<file path="src/rtl/register_serial_parallel_left_rx_pkg.sv">
// Shared definitions for the left-shift serial link: operation codes used by
// both the serializer and this receiver, receiver FSM state constants, and
// small helpers for sizing the frame counter.
package register_serial_parallel_left_rx_pkg;

  // Operation codes on the OPR bus (LOAD on the serializer side, RECV here)
  localparam logic [1:0] OPR_HOLD  = 2'd0;
  localparam logic [1:0] OPR_LOAD  = 2'd1;
  localparam logic [1:0] OPR_RECV  = 2'd1;
  localparam logic [1:0] OPR_ABORT = 2'd2;
  localparam logic [1:0] OPR_CLEAR = 2'd3;

  // Receiver FSM states: IDLE when no bits of a frame are held, RECV otherwise
  localparam logic [0:0] ST_IDLE = 1'b0;
  localparam logic [0:0] ST_RECV = 1'b1;

  // Number of serial bits in one frame, including the optional parity bit
  function automatic int frame_len(input int width, input bit with_parity);
    return with_parity ? width + 1 : width;
  endfunction

  // Bits needed to count 0 .. frame-1
  function automatic int count_width(input int frame);
    return (frame > 1) ? $clog2(frame) : 1;
  endfunction

endpackage

</file>
<file path="src/rtl/rx_bit_counter.sv">
// Modulo-FRAME bit counter for the serial receiver. Counts accepted bits,
// flags the bit that completes a frame (wrap) and returns to zero on it.
// A clear request drops any partial count.
module rx_bit_counter #(
  parameter int FRAME = 4,
  parameter int CW    = 2
) (
  input  logic          clock,
  input  logic          reset,
  input  logic          inc,
  input  logic          clr,
  output logic [CW-1:0] cnt,
  output logic          wrap
);

  localparam logic [CW-1:0] LAST = CW'(FRAME - 1);

  assign wrap = inc && (cnt == LAST);

  // Advance on each accepted bit, wrap to zero on the final bit of a frame
  always_ff @(posedge clock) begin
    if (reset) begin
      cnt <= '0;
    end else if (clr) begin
      cnt <= '0;
    end else if (wrap) begin
      cnt <= '0;
    end else if (inc) begin
      cnt <= cnt + 1'b1;
    end
  end

endmodule

</file>
<file path="src/rtl/register_serial_parallel_left_rx.sv">
// Serial-in / parallel-out receive register, MSB first. Assembles WIDTH
// serial bits into a word and offers it to a consumer over valid/ready.
// A completed word arriving while the previous one is still unconsumed is
// dropped and recorded in the sticky overrun flag.
// Optional feature macro: RX_PARITY_CHECK_EN adds a trailing even-parity bit
// to each frame and reports its check result on parity_err.
module register_serial_parallel_left_rx
  import register_serial_parallel_left_rx_pkg::*;
#(
  parameter int WIDTH = 4
) (
  input  logic             clock,
  input  logic             reset,
  input  logic [1:0]       OPR,
  input  logic             s_in,
  input  logic             s_valid,
  input  logic             out_ready,
  output logic [WIDTH-1:0] data_out,
  output logic             out_valid,
  output logic             busy,
  output logic             overrun,
  output logic             parity_err
);

`ifdef RX_PARITY_CHECK_EN
  localparam bit WITH_PARITY = 1'b1;
`else
  localparam bit WITH_PARITY = 1'b0;
`endif

  localparam int FRAME = frame_len(WIDTH, WITH_PARITY);
  localparam int CW    = count_width(FRAME);

  logic             rx_bit;
  logic             abort_frame;
  logic             clear_all;
  logic             frame_done;
  logic             load_ok;
  logic [CW-1:0]    bit_cnt;
  logic [0:0]       state;
  logic [WIDTH-1:0] word;

  assign rx_bit      = (OPR == OPR_RECV) && s_valid;
  assign abort_frame = (OPR == OPR_ABORT) || (OPR == OPR_CLEAR);
  assign clear_all   = (OPR == OPR_CLEAR);
  assign load_ok     = !out_valid || out_ready;

  rx_bit_counter #(
    .FRAME (FRAME),
    .CW    (CW)
  ) u_bit_counter (
    .clock (clock),
    .reset (reset),
    .inc   (rx_bit),
    .clr   (abort_frame),
    .cnt   (bit_cnt),
    .wrap  (frame_done)
  );

  assign state = (bit_cnt != '0) ? ST_RECV : ST_IDLE;
  assign busy  = (state == ST_RECV);

`ifdef RX_PARITY_CHECK_EN
  logic [WIDTH-1:0] sr;

  // The word sits whole in sr when the parity bit arrives on s_in
  assign word = sr;

  // Shift in data bits only; the closing parity bit is never stored
  always_ff @(posedge clock) begin
    if (reset || abort_frame) begin
      sr <= '0;
    end else if (rx_bit && !frame_done) begin
      sr <= {sr[WIDTH-2:0], s_in};
    end
  end

  // Parity result travels with the word it belongs to, so it follows the same drop rule
  always_ff @(posedge clock) begin
    if (reset) begin
      parity_err <= 1'b0;
    end else if (frame_done && load_ok) begin
      parity_err <= ^{word, s_in};
    end
  end
`else
  logic [WIDTH-2:0] sr;

  // The final bit completes the word straight from s_in, so sr keeps only WIDTH-1 bits
  assign word = {sr, s_in};

  // Shift each accepted bit in from the right, MSB first
  always_ff @(posedge clock) begin
    if (reset || abort_frame) begin
      sr <= '0;
    end else if (rx_bit) begin
      sr <= word[WIDTH-2:0];
    end
  end

  assign parity_err = 1'b0;
`endif

  // Output register and handshake: load on completion if the slot is free, else flag overrun
  always_ff @(posedge clock) begin
    if (reset) begin
      data_out  <= '0;
      out_valid <= 1'b0;
      overrun   <= 1'b0;
    end else if (clear_all) begin
      out_valid <= 1'b0;
      overrun   <= 1'b0;
    end else if (frame_done) begin
      if (load_ok) begin
        data_out  <= word;
        out_valid <= 1'b1;
      end else begin
        overrun <= 1'b1;
      end
    end else if (out_valid && out_ready) begin
      out_valid <= 1'b0;
    end
  end

endmodule
</file>
<file path="config.mk">
export PLATFORM = sky130hd
export DESIGN_NAME = register_serial_parallel_left_rx
export DESIGN_NICKNAME = d
export VERILOG_FILES = /design/src/rtl/register_serial_parallel_left_rx_pkg.sv /design/src/rtl/rx_bit_counter.sv /design/src/rtl/register_serial_parallel_left_rx.sv
export SDC_FILE = /design/constraint.sdc
export NUM_CORES = 1
export LEC_CHECK = 0
export ABC_AREA = 1
export BUFFER_PORTS_ARGS = -buffer_cell sky130_fd_sc_hd__buf_2
export CORE_MARGIN = 4
export CORE_UTILIZATION = 24
export CTS_CLUSTER_SIZE = 8
export DETAILED_ROUTE_END_ITERATION = 16
export PLACE_DENSITY = 0.41
export SETUP_SLACK_MARGIN = 0.05
export SKIP_CTS_REPAIR_TIMING = 1
export SYNTH_ARGS = -nofsm -noshare
export SYNTH_HDL_FRONTEND = slang
export SYNTH_HIERARCHICAL = 1
export SYNTH_SLANG_ARGS = --single-unit
</file>
<file path="constraint.sdc">
create_clock -name clock -period 1.3 [get_ports clock]
set_input_delay 0.195 -clock clock [delete_from_list [all_inputs] [get_ports clock]]
set_output_delay 0.195 -clock clock [all_outputs]
set_load 0.05 [all_outputs]
</file>
# --- Word level (Yosys, flattened, before mapping) ---
# Index checks and enable logic that the tools add are counted.
totals:
  reg_bits: 11
  in_bits: 7
  out_inout_bits: 8
  wordCells: 31
op_classes:
  reduce_logical: 14
  mux: 4
  n_eq_ne: 5
  addsub: 1
  bitwise: 2
ops:
  columns: ["operator", "count"]
  rows:
  - ["$eq A2 B2 Y1 const B", 3]
  - ["$mux W1", 4]
  - ["$reduce_and A2 Y1", 2]
  - ["$reduce_bool A2 Y1", 2]
  - ["$logic_and A1 B1 Y1", 3]
  - ["$logic_or A1 B1 Y1", 3]
  - ["$reduce_and A3 Y1", 1]
  - ["$reduce_or A3 Y1", 1]
  - ["$add A2 B1 Y2 const B", 1]
  - ["$eq A2 B1 Y1 const B", 1]
  - ["$ne A2 B1 Y1 const B", 1]
  - ["$not A1 Y1", 2]
  - ["$reduce_or A2 Y1", 1]
  - ["$logic_not A1 Y1", 1]

# --- Longest topological paths before layout ---
# Gate-level depths: netlist of run 1.
logic_depth:
  depth_word: 5
  ltp_mapped: 8
  ltp_nobuf: 8

# --- Cells and area by module ---
# The synthesis of run 1 kept the hierarchy.
modules_own_cells:
  columns: ["module", "area_each_um2", "seq_area_each_um2", "cells_per_inst", "n_inst"]
  rows:
  - ["register_serial_parallel_left_rx", 407.9, 180.2, 58, 1]
  - ["rx_bit_counter", 117.6, 40.0, 19, 1]

# --- Worst setup path after synthesis of run 1 ---
# Ideal clock, no wire load.
synth_timing:
  path_kind: "register to register"
  from: "register out_valid"
  to: "register data_out[0]"
  stages_incl_launch_ff: 6
  required_time_ns: 1.186
  n_path_buf: 0
  setup_time_ns: 0.114
  synth_period_minus_slack_ns: 1.198
  arrival_time_ns: 1.083
  slack_ns: 0.102
  path_cell_list: "dfxtp_1 inv_1 nor2_2 nor2_4 nor2_1 nor2_1"
synth_via:
  elab_chain_cells: 3
synth_rtl:
  columns: ["item", "line", "source"]
  rows:
  - ["start: declaration", "register_serial_parallel_left_rx.sv:19", "output logic out_valid,"]
  - ["start signal: assignment", "register_serial_parallel_left_rx.sv:108", "out_valid <= 1'b0;"]
  - ["start signal: assignment", "register_serial_parallel_left_rx.sv:111", "out_valid <= 1'b0;"]
  - ["start signal: assignment", "register_serial_parallel_left_rx.sv:116", "out_valid <= 1'b1;"]
  - ["$logic_not A1 Y1", "register_serial_parallel_left_rx.sv:46", "assign load_ok = !out_valid || out_ready;"]
  - ["$logic_or A1 B1 Y1", "register_serial_parallel_left_rx.sv:46", null]
  - ["$reduce_and A3 Y1 (no source line)", null, null]
  - ["end signal: assignment", "register_serial_parallel_left_rx.sv:115", "data_out <= word;"]
  - ["end: declaration", "register_serial_parallel_left_rx.sv:18", "output logic [WIDTH-1:0] data_out,"]
# Every way passes these cells.
# A chain may end at the register's enable or synchronous reset.

# --- Worst setup path in the final report of run 1 ---
layout_timing:
  from: "register u_bit_counter.cnt[1]"
  to: "output port busy"
layout_via:
  elab_chain_cells: 2
layout_rtl:
  columns: ["item", "line", "source"]
  rows:
  - ["start: declaration", "rx_bit_counter.sv:12", "output logic [CW-1:0] cnt,"]
  - ["start signal: assignment", "rx_bit_counter.sv:29", "cnt <= cnt + 1'b1;"]
  - ["$reduce_bool A2 Y1", "register_serial_parallel_left_rx.sv:60", "assign state = (bit_cnt != '0) ? ST_RECV : ST_IDLE;"]
  - ["$mux W1", "register_serial_parallel_left_rx.sv:60", null]
  - ["end: declaration", "register_serial_parallel_left_rx.sv:20", "output logic busy,"]
# Every way passes these cells.

==> results.md, run 1 <==
- Cell-internal power: 0.000479 W
- H-tree depth: 1
- Multi-input gate area: 244 sq um
- Overall power: 0.000628 W
- Storage element area: 223 sq um
- Worst EP required: 1.11 ns
- Total core area: 2020 sq um
- Sw frac: 23.7%
- Gate power share: 9.5%
- Hold_ws: 0.227 ns
- Full die area: 3000 sq um
- Share of layout cells above drive strength 1: roughly 31%
- Largest net degree at the start of global routing: 8
- Clock Tree Buf Depth: 2
- Min Tclk post-route: 1.19 ns
- First-pass GRT wire length: 1610 microns
- Residual DRC: 0
- Slew Limit Fails: 0
- Routed len/inst: 8.27 microns
- # placed instances: 116
- Die height: about 55 microns
- Gr ovfl total: 0
- Post-synthesis sequential area ratio: 41.9%
- Die width: 54.8 microns
- Antenna cells: 0
- CTS tree: built
- Async set-reset flop share out of synthesis: 0%
- Top-count cell post-synth: nand2_1
- Number of port buffers: 13
- Gpl congestion: 0.707
- Pleak: between 0.3 and 0.4 nW
- PD cells: 949 nW/um^2
- Number of global-route vias before repair: 392
- Max Cap Viol: 0
- Netlist cell types: 16
- Final hold viol count: 0
- Routed wire length: approximately 990 microns
- I/O pins: 15
- First-pass detailed-route iteration total: 5
- Hpwl dp: 823 microns
- Starting Density: 26.0%
- Synthesized area per cell: 6.82 sq um
- Main synth FF type: dfxtp_1
- Crit path max fanout: 3
- Sw Pwr: 0.000149 W
- Nets@finish: 102
- #FFs+latches synth: 11
- Run status: finished clean
- Clk sinks: 11
- Unrepaired setup endpoints after global routing: false
- Setup_tns: 0 ns
- CTS buffer count: 3
- EDFF count, synth: 0
- Initial antenna violation count: 0
- Post-Syn Area: 526 sq um
- Clock Power Share: 36.1%
- Non-Filler Instances: 120
- Max rail drop VDD: between 0.4 and 0.5 mV
- Cell taking the most area after synthesis: dfxtp_1
- Initial DRC count: 3
- DR vias: 460
- Register share of total power: 54.4%
- Area growth from synthesis to layout: 26.0%
- Row cnt: 16
- Worst-path clk slew: 0.07 ns
- Critical Path AT: 1.00 ns
- Critical Path Source Type: register
- Top-area cell type share of the netlist area: 41.9%
- Clk root buf: clkbuf_4
- Synth warn: 6
- Clock Skews: 0.00527 ns
- Fmax: around 840 MHz
- Layout fillers: 236
- Synth top area cells: dfxtp_1, nand2_1, nor2_1
- Worst-Skew Late Latency: between 0.2 and 0.3 ns
- CP Capture Type: output port
- Setup violations, final: 0
- Worst min path class: input pin to register
- Critical path type: register to output port
- Syn_nets: 85
- Commonest cells in the netlist: nand2_1, nor2_1, inv_1
- Vias/cell: 3.83
- Cells after Synth: between 70 and 80
- Post-route ant nets: 0
- GRT Overall Usage: 8.00%
- Final Cycle Share: 91.7%
cell usage in the layout, fill, tap and decap left out:
cell type	n
a21oi_1	4
buf_2	12
buf_4	1
buf_8	1
clkbuf_1	1
clkbuf_4	3
clkinv_1	1
conb_1	1
dfxtp_1	9
dfxtp_2	2
ha_1	1
inv_1	12
inv_2	1
nand2_1	15
nand2_2	3
nand4_1	4
nor2_1	14
nor2_2	4
nor2_4	1
o21ai_1	2
or2_4	1
cells by family after synthesis:
logic type               count (synthesis)  share of synthesized area (%)
buffers and inverters                   16                           12.1
AND/OR/NAND/NOR                         42                           37.1
AO/OA/AOI/OAI                            6                           5.71
adder cells (fa/ha/maj)                  1                           2.38
flip-flops                              11                           41.9
other                                    1                          0.714
power groups by stage:
stage / clock (W) / combinational, W / sequential (W)
after floorplan: 0 / 0.0000395 / 0.000349
after global placement: 0 / 0.0000581 / 0.000349
after detailed placement: 0 / 0.0000577 / 0.000349
after CTS: 0.000242 / 0.0000580 / 0.000341
after global routing: 0.000253 / 0.0000691 / 0.000342
final: 0.000227 / 0.0000597 / 0.000341
through the flow:
| step | instance area [sq um] | worst slack, ns | utilization, % |
|---|---|---|---|
| floorplan | 526 | 0.102 | - |
| global placement | 621 | 0.142 | 30.7 |
| detailed placement | 621 | 0.132 | 30.7 |
| CTS | 647 | -0.00443 | 32.0 |
| global route | 662 | 0.0532 | 32.7 |
| finish | 662 | 0.108 | 32.7 |
critical path: stages (launching register included):
cell and delay, ns:
dfxtp_2 0.33, or2_4 0.25, buf_8 0.15
final cells by class:
type                            count  area share [%]
Inverter                           14            7.94
Multi-Input combinational cell     50            36.9
Sequential cell                    11            33.6
Timing Repair Buffer               14            12.5
Tap cell                           27            5.10
Clock buffer                        4            3.97
worst paths after layout:
kind                            depth (start not counted)  slack [ns]            startpoint          end
worst min register to register                          2        0.45               overrun      overrun
worst min-delay path                                    4        0.23             out_ready      overrun
worst max register to register                          7        0.22  u_bit_counter/cnt[0]  data_out[2]
worst max-delay path                                    2        0.11  u_bit_counter/cnt[1]         busy
routing by layer:
metal  global-route usage (%)  share of wire [%]  vias to the layer above  wire length, microns
met4                     2.49               0.91                        0                     9
met5                        0                  0                        -                     0
li1                         -                  -                      262                     -
met2                     11.4                 42                       13                   412
met3                     4.90                9.0                        2                    89
met1                     9.80                 48                      183                   480
sequential cells by signal (all words and copies together), names as in the netlist:
register	flops
data_out	4
sr	3
u_bit_counter/cnt	2
out_valid	1
overrun	1
No activity file was read; power rests on OpenSTA's default activity.
==> run 2: changes to the inputs <==
==> constraint.sdc (replaced) <==
create_clock -name clock -period 1.54 [get_ports clock]
set_input_delay 0.231 -clock clock [delete_from_list [all_inputs] [get_ports clock]]
set_output_delay 0.231 -clock clock [all_outputs]
set_load 0.05 [all_outputs]
==> results.md, run 2 (synthesized netlist as in run 1, its figures left out) <==
- Run status: finished clean
- Clock Tree Buf Depth: 2 (unchanged)
- Final hold viol count: 0 (unchanged)
- Die height: 54.8 microns (unchanged)
- Residual DRC: 0 (unchanged)
- PD cells: 824 nW/um^2 (-13%)
- Biggest register: data_out
- Worst-path clk slew: 0.07 ns (about the same)
- FF-to-FF End: data_out[1]
- Initial DRC count: 2 (-1)
- Setup slack, reg-to-reg: 0.37 ns (+0.15 ns)
- Fmax: around 760 MHz
- Routed len/inst: 8.40 microns (+1.6%)
- Unrepaired setup endpoints after global routing: false
- Max Cap Viol: 0 (unchanged)
- Critical Path AT: 1.09 ns (+0.09 ns)
- Share of layout cells above drive strength 1: 28.0% (-3.2 points)
- # placed instances: 116 (unchanged)
- Hpwl dp: 833 microns (+1.3%)
- I/O pins: 15 (unchanged)
- Area growth from synthesis to layout: 23.1%
- CP Capture Type: output port
- Total core area: 2020 sq um (unchanged)
- Max rail drop VDD: 0.495 mV (+13%)
- Final Cycle Share: 86.0%
- Slew Limit Fails: 0 (unchanged)
- Nets@finish: 102 (unchanged)
- Die width: 54.8 microns (unchanged)
- Largest regs: data_out (4), sr (3), u_bit_counter/cnt (2)
- Row cnt: 16 (unchanged)
- Non-Filler Instances: 120 (unchanged)
- Hold Path Cell Cnt: 4 (unchanged)
- Starting Density: 26.0% (unchanged)
- CTS tree: built
- Hold EP: overrun
- Worst min path class: input pin to register
- Routed wire length: 1010 microns (+1.6%)
- Post-route ant nets: 0 (unchanged)
- Commonest non-fill, non-tap cell in the layout: nand2_1
- Vias/cell: 3.94 (+2.8%)
- Setup violations, final: 0 (unchanged)
- Gr ovfl total: 0 (unchanged)
- Largest net degree at the start of global routing: 8 (unchanged)
- Gpl congestion: 0.792 (+12%)
- RR Startpoint: u_bit_counter/cnt[0]
- Antenna cells: 0 (unchanged)
- Crit path max fanout: 4 (+1)
- H-tree depth: 1 (unchanged)
- Initial antenna violation count: 0 (unchanged)
- Largest register FFs: 4 (unchanged)
- Min Tclk post-route: 1.32 ns
- Worst hold start: out_ready
- Pleak: 0.307 nW (+0.28%)
- Worst Reg-to-Reg Cells: 7 (unchanged)
- CTS buffer count: 3 (unchanged)
- Setup_tns: 0 ns (unchanged)
- Worst EP required: 1.31 ns (+0.20 ns)
- Critical Path Source Type: register
- DR vias: 473 (+2.8%)
- Full die area: 3000 sq um (unchanged)
- Clk sinks: 11 (unchanged)
- Clk root buf: clkbuf_4
- GRT Overall Usage: 8.38% (+0.38 points)
- First-pass detailed-route iteration total: 2 (-3)
- Number of global-route vias before repair: 429 (+9.4%)
- Critical path type: register to output port
- Layout fillers: 234 (-0.85%)
- Most frequent cells in the layout: nand2_1, nor2_1, inv_1, buf_2, dfxtp_1
- Number of port buffers: 13 (unchanged)
- Clock Skews: 0.00461 ns (-0.000660 ns)
- First-pass GRT wire length: 1740 microns (+7.7%)
- Worst-Skew Late Latency: 0.27 ns (about the same)
==> run 2: report_power, final <==
part | leakage [nW] | internal, W | switching, W | total [W]
Combinational | 0.203 | 0.0000157 | 0.0000327 | 0.0000485
Clock | 0.0150 | 0.000100 | 0.0000966 | 0.000197
Sequential | 0.0888 | 0.000287 | 0.00000114 | 0.000288
==> run 2: layer usage <==
metal,track usage (%),wire length [microns],vias up
li1,-,-,260
met1,10.6,485,198
met2,11.8,422,13
met3,4.90,90,2
met4,2.49,9,0
met5,0,0,-
==> run 2: worst max-delay path by stage <==
stage / start / cells after the start / slack [ns] / to
finish: u_bit_counter/cnt[0] / 2 / 0.22 / busy
global route: u_bit_counter/cnt[1] / 2 / 0.17 / busy
CTS: u_bit_counter/cnt[0] / 2 / 0.20 / busy
detailed placement: OPR[0] / 9 / 0.37 / data_out[1]
global placement: u_bit_counter/cnt[0] / 7 / 0.38 / data_out[2]
floorplan: out_valid / 5 / 0.34 / data_out[0]
==> run 2: metrics by stage <==
step / hold WS [ns] / util [%] / power, W / instance area [sq um] / setup slack (ns)
finish: 0.263 / 32.0 / 0.000533 / 647 / 0.216
CTS: 0.257 / 32.0 / 0.000543 / 647 / 0.202
detailed placement: 0.441 / 30.7 / 0.000343 / 621 / 0.374
global placement: 0.446 / 30.7 / 0.000344 / 621 / 0.376
global route: 0.275 / 32.0 / 0.000564 / 647 / 0.168
floorplan: 0.398 / - / 0.000328 / 526 / 0.342
==> run 2: layout make-up <==
cell class | instances | area [sq um] | share of cell area (%)
Inverter | 14 | 52.6 | 8.12
Multi-Input combinational cell | 50 | 241 | 37.3
Tap cell | 27 | 33.8 | 5.22
Timing Repair Buffer | 14 | 72.6 | 11.2
Sequential cell | 11 | 220 | 34.0
Clock buffer | 4 | 26.3 | 4.06
==> run 2: critical path, cell delays in order (launching register included) <==
cell and delay (ns):
dfxtp_1 0.34, or2_2 0.28, buf_2 0.21
==> run 3: changes to the inputs <==
--- a/config.mk
+++ b/config.mk
@@ -5,7 +5,6 @@
 export SDC_FILE = /design/constraint.sdc
 export NUM_CORES = 1
 export LEC_CHECK = 0
-export ABC_AREA = 1
 export BUFFER_PORTS_ARGS = -buffer_cell sky130_fd_sc_hd__buf_2
 export CORE_MARGIN = 4
 export CORE_UTILIZATION = 24
==> results.md, run 3 <==
- Routed len/inst: 10.6 microns (+26%)
- Slowest cell on the critical path: dfxtp_2
- Biggest register: data_out
- Commonest cells in the netlist: dfxtp_1, nand2b_1, mux2i_1
- Syn_nets: 60 (-29%)
- Synth top area cells: dfxtp_1, mux2i_1, nand2b_1
- Critical Path Source Type: register
- Largest net degree at the start of global routing: 16 (+8)
- Antenna cells: 0 (unchanged)
- Initial DRC count: 2 (unchanged)
- Die width: 54.9 microns (+0.20%)
- EDFF count, synth: 0 (unchanged)
- Clock Tree Buf Depth: 2 (unchanged)
- Layout fillers: 211 (-9.8%)
- Max rail drop VDD: 0.295 mV (-40%)
- Main synth FF type: dfxtp_1
- Min Tclk post-route: 1.35 ns (+0.0286 ns)
- Initial antenna violation count: 0 (unchanged)
- Run status: finished clean
- Slew Limit Fails: 0 (unchanged)
- Post-route ant nets: 0 (unchanged)
- Worst-path clk slew: 0.07 ns (about the same)
- Routed wire length: 1010 microns (unchanged)
- Setup violations, final: 0 (unchanged)
- Vias/cell: 4.24 (+7.6%)
- Die height: 54.9 microns (+0.20%)
- CTS buffer count: 3 (unchanged)
- #FFs+latches synth: 11 (unchanged)
- Critical path type: register to register
- DR vias: 403 (-15%)
- Crit-path max cell delay: 0.35 ns (about the same)
- Netlist cell types: 21 (+5)
- Most frequent cells in the layout: buf_2, nand2b_1, dfxtp_1
- Gpl congestion: 0.621 (-22%)
- Cell taking the most area after synthesis: dfxtp_1
- Share of layout cells above drive strength 1: 39.7% (+12 points)
- Row cnt: 16 (unchanged)
- Total core area: 2020 sq um (unchanged)
- Hold_ws: 0.228 ns (-0.0347 ns)
- Largest regs: data_out (4), sr (3), u_bit_counter/cnt (2)
- Full die area: 3010 sq um (+0.40%)
- Number of global-route vias before repair: 398 (-7.2%)
- Gr ovfl total: 0 (unchanged)
- Hpwl dp: 766 microns (-8.1%)
- Synthesized area per cell: 10.2 sq um (+49%)
- Clock Skews: 0.00258 ns (-0.00203 ns)
- PD cells: 808 nW/um^2 (-2.0%)
- Async set-reset flop share out of synthesis: 0% (unchanged)
- Number of port buffers: 13 (unchanged)
- First-pass GRT wire length: 1630 microns (-6.3%)
- Worst-Skew Late Latency: 0.27 ns (about the same)
- Top-count cell post-synth: dfxtp_1
- Pleak: 0.264 nW (-14%)
- Area growth from synthesis to layout: 24.4%
- CP Capture Type: register
- Post-synthesis sequential area ratio: 41.7% (-0.20 points)
- Largest register FFs: 4 (unchanged)
- Top-area cell type share of the netlist area: 41.7% (-0.20 points)
- Post-Syn Area: 528 sq um (+0.48%)
- Starting Density: 26.1% (+0.12 points)
- Cells after Synth: 52 (-32%)
- Clk sinks: 11 (unchanged)
- Worst EP required: 1.74 ns (+0.43 ns)
- Family with the most delay on the worst path: flip-flops
- Storage element area: 223 sq um (+1.1%)
- Worst min path class: input pin to register
- Residual DRC: 0 (unchanged)
- Synth warn: 6 (unchanged)
- Unrepaired setup endpoints after global routing: false
- Crit path max fanout: 4 (unchanged)
- CP cell instances: ha_2, and2_4, inv_1, a211oi_4, mux2i_1
- I/O pins: 15 (unchanged)
- GRT Overall Usage: 7.81% (-0.56 points)
- WP buf/inv: 1 (unchanged)
- Nets@finish: 77 (-25%)
- Final Cycle Share: 87.9% (+1.9 points)
- H-tree depth: 1 (unchanged)
- Max Cap Viol: 0 (unchanged)
- Multi-input gate area: 283 sq um (+17%)
- Commonest non-fill, non-tap cell in the layout: buf_2
- First-pass detailed-route iteration total: 2 (unchanged)
- Setup_tns: 0 ns (unchanged)
- Critical Path AT: 1.55 ns (+0.46 ns)
- Fmax: 739 MHz (-2.1%)
- Clk root buf: clkbuf_4
- CTS tree: built
- Final hold viol count: 0 (unchanged)
-- run 3: cell count changes after synthesis, sizes merged, moves of 2 or more --
| cell | before | now |
|---|---|---|
| nand2 | 18 | 1 |
| nor2 | 19 | 2 |
| inv | 13 | 1 |
| nand2b | 0 | 10 |
| mux2i | 0 | 7 |
| a211oi | 0 | 5 |
| nand4 | 4 | 0 |
| a21oi | 4 | 1 |
| nor3 | 0 | 3 |
| o21ai | 2 | 0 |
-- run 3: stage by stage --
stage	instances	instance area (sq um)	utilization (%)	worst slack, ns	total power [W]
finish	95	657	32.5	0.187	0.000531
global route	95	657	32.5	0.0671	0.000560
CTS	95	649	32.1	0.141	0.000544
detailed placement	91	623	30.8	0.136	0.000341
global placement	91	623	30.8	0.123	0.000342
floorplan	52	528	-	0.257	0.000325
-- run 3: logic make-up after synthesis --
kind of cell / Yosys count / synth area share, %
buffers and inverters: 5 / 5.69
AO/OA/AOI/OAI: 6 / 11.4
multiplexers: 7 / 13.3
adder cells (fa/ha/maj): 1 / 2.37
other: 1 / 0.710
flip-flops: 11 / 41.7
AND/OR/NAND/NOR: 21 / 24.9
-- run 3: path summary, 6_finish.rpt --
path                                      startpoint           to  slack, ns  cells past startpoint
worst max-delay path            u_bit_counter/cnt[0]  data_out[0]       0.19                      5
worst min register to register           data_out[1]  data_out[1]       0.47                      2
worst max register to register  u_bit_counter/cnt[0]  data_out[0]       0.19                      5
worst min-delay path                          OPR[0]      overrun       0.23                      2
-- run 3: cell type report --
| cell class | instances | share of cell area, % |
|---|---|---|
| clock buffers | 4 | 4.00 |
| inverters | 1 | 0.571 |
| multi-input cells | 36 | 43.0 |
| flip-flops and latches | 11 | 33.9 |
| well taps | 27 | 5.14 |
| repair buffers | 16 | 13.3 |
-- run 3: report_power, final --
part / internal (W) / switching [W] / leakage, nW
combinational: 0.0000193 / 0.0000287 / 0.159
clock: 0.000100 / 0.0000959 / 0.0150
sequential: 0.000286 / 0.00000110 / 0.0897
-- run 3: routing by layer --
metal	track usage, %	part of all wire, %
met1	9.09	47
met2	12.4	43
met3	4.02	8.2
met4	2.43	2.0
met5	0	0
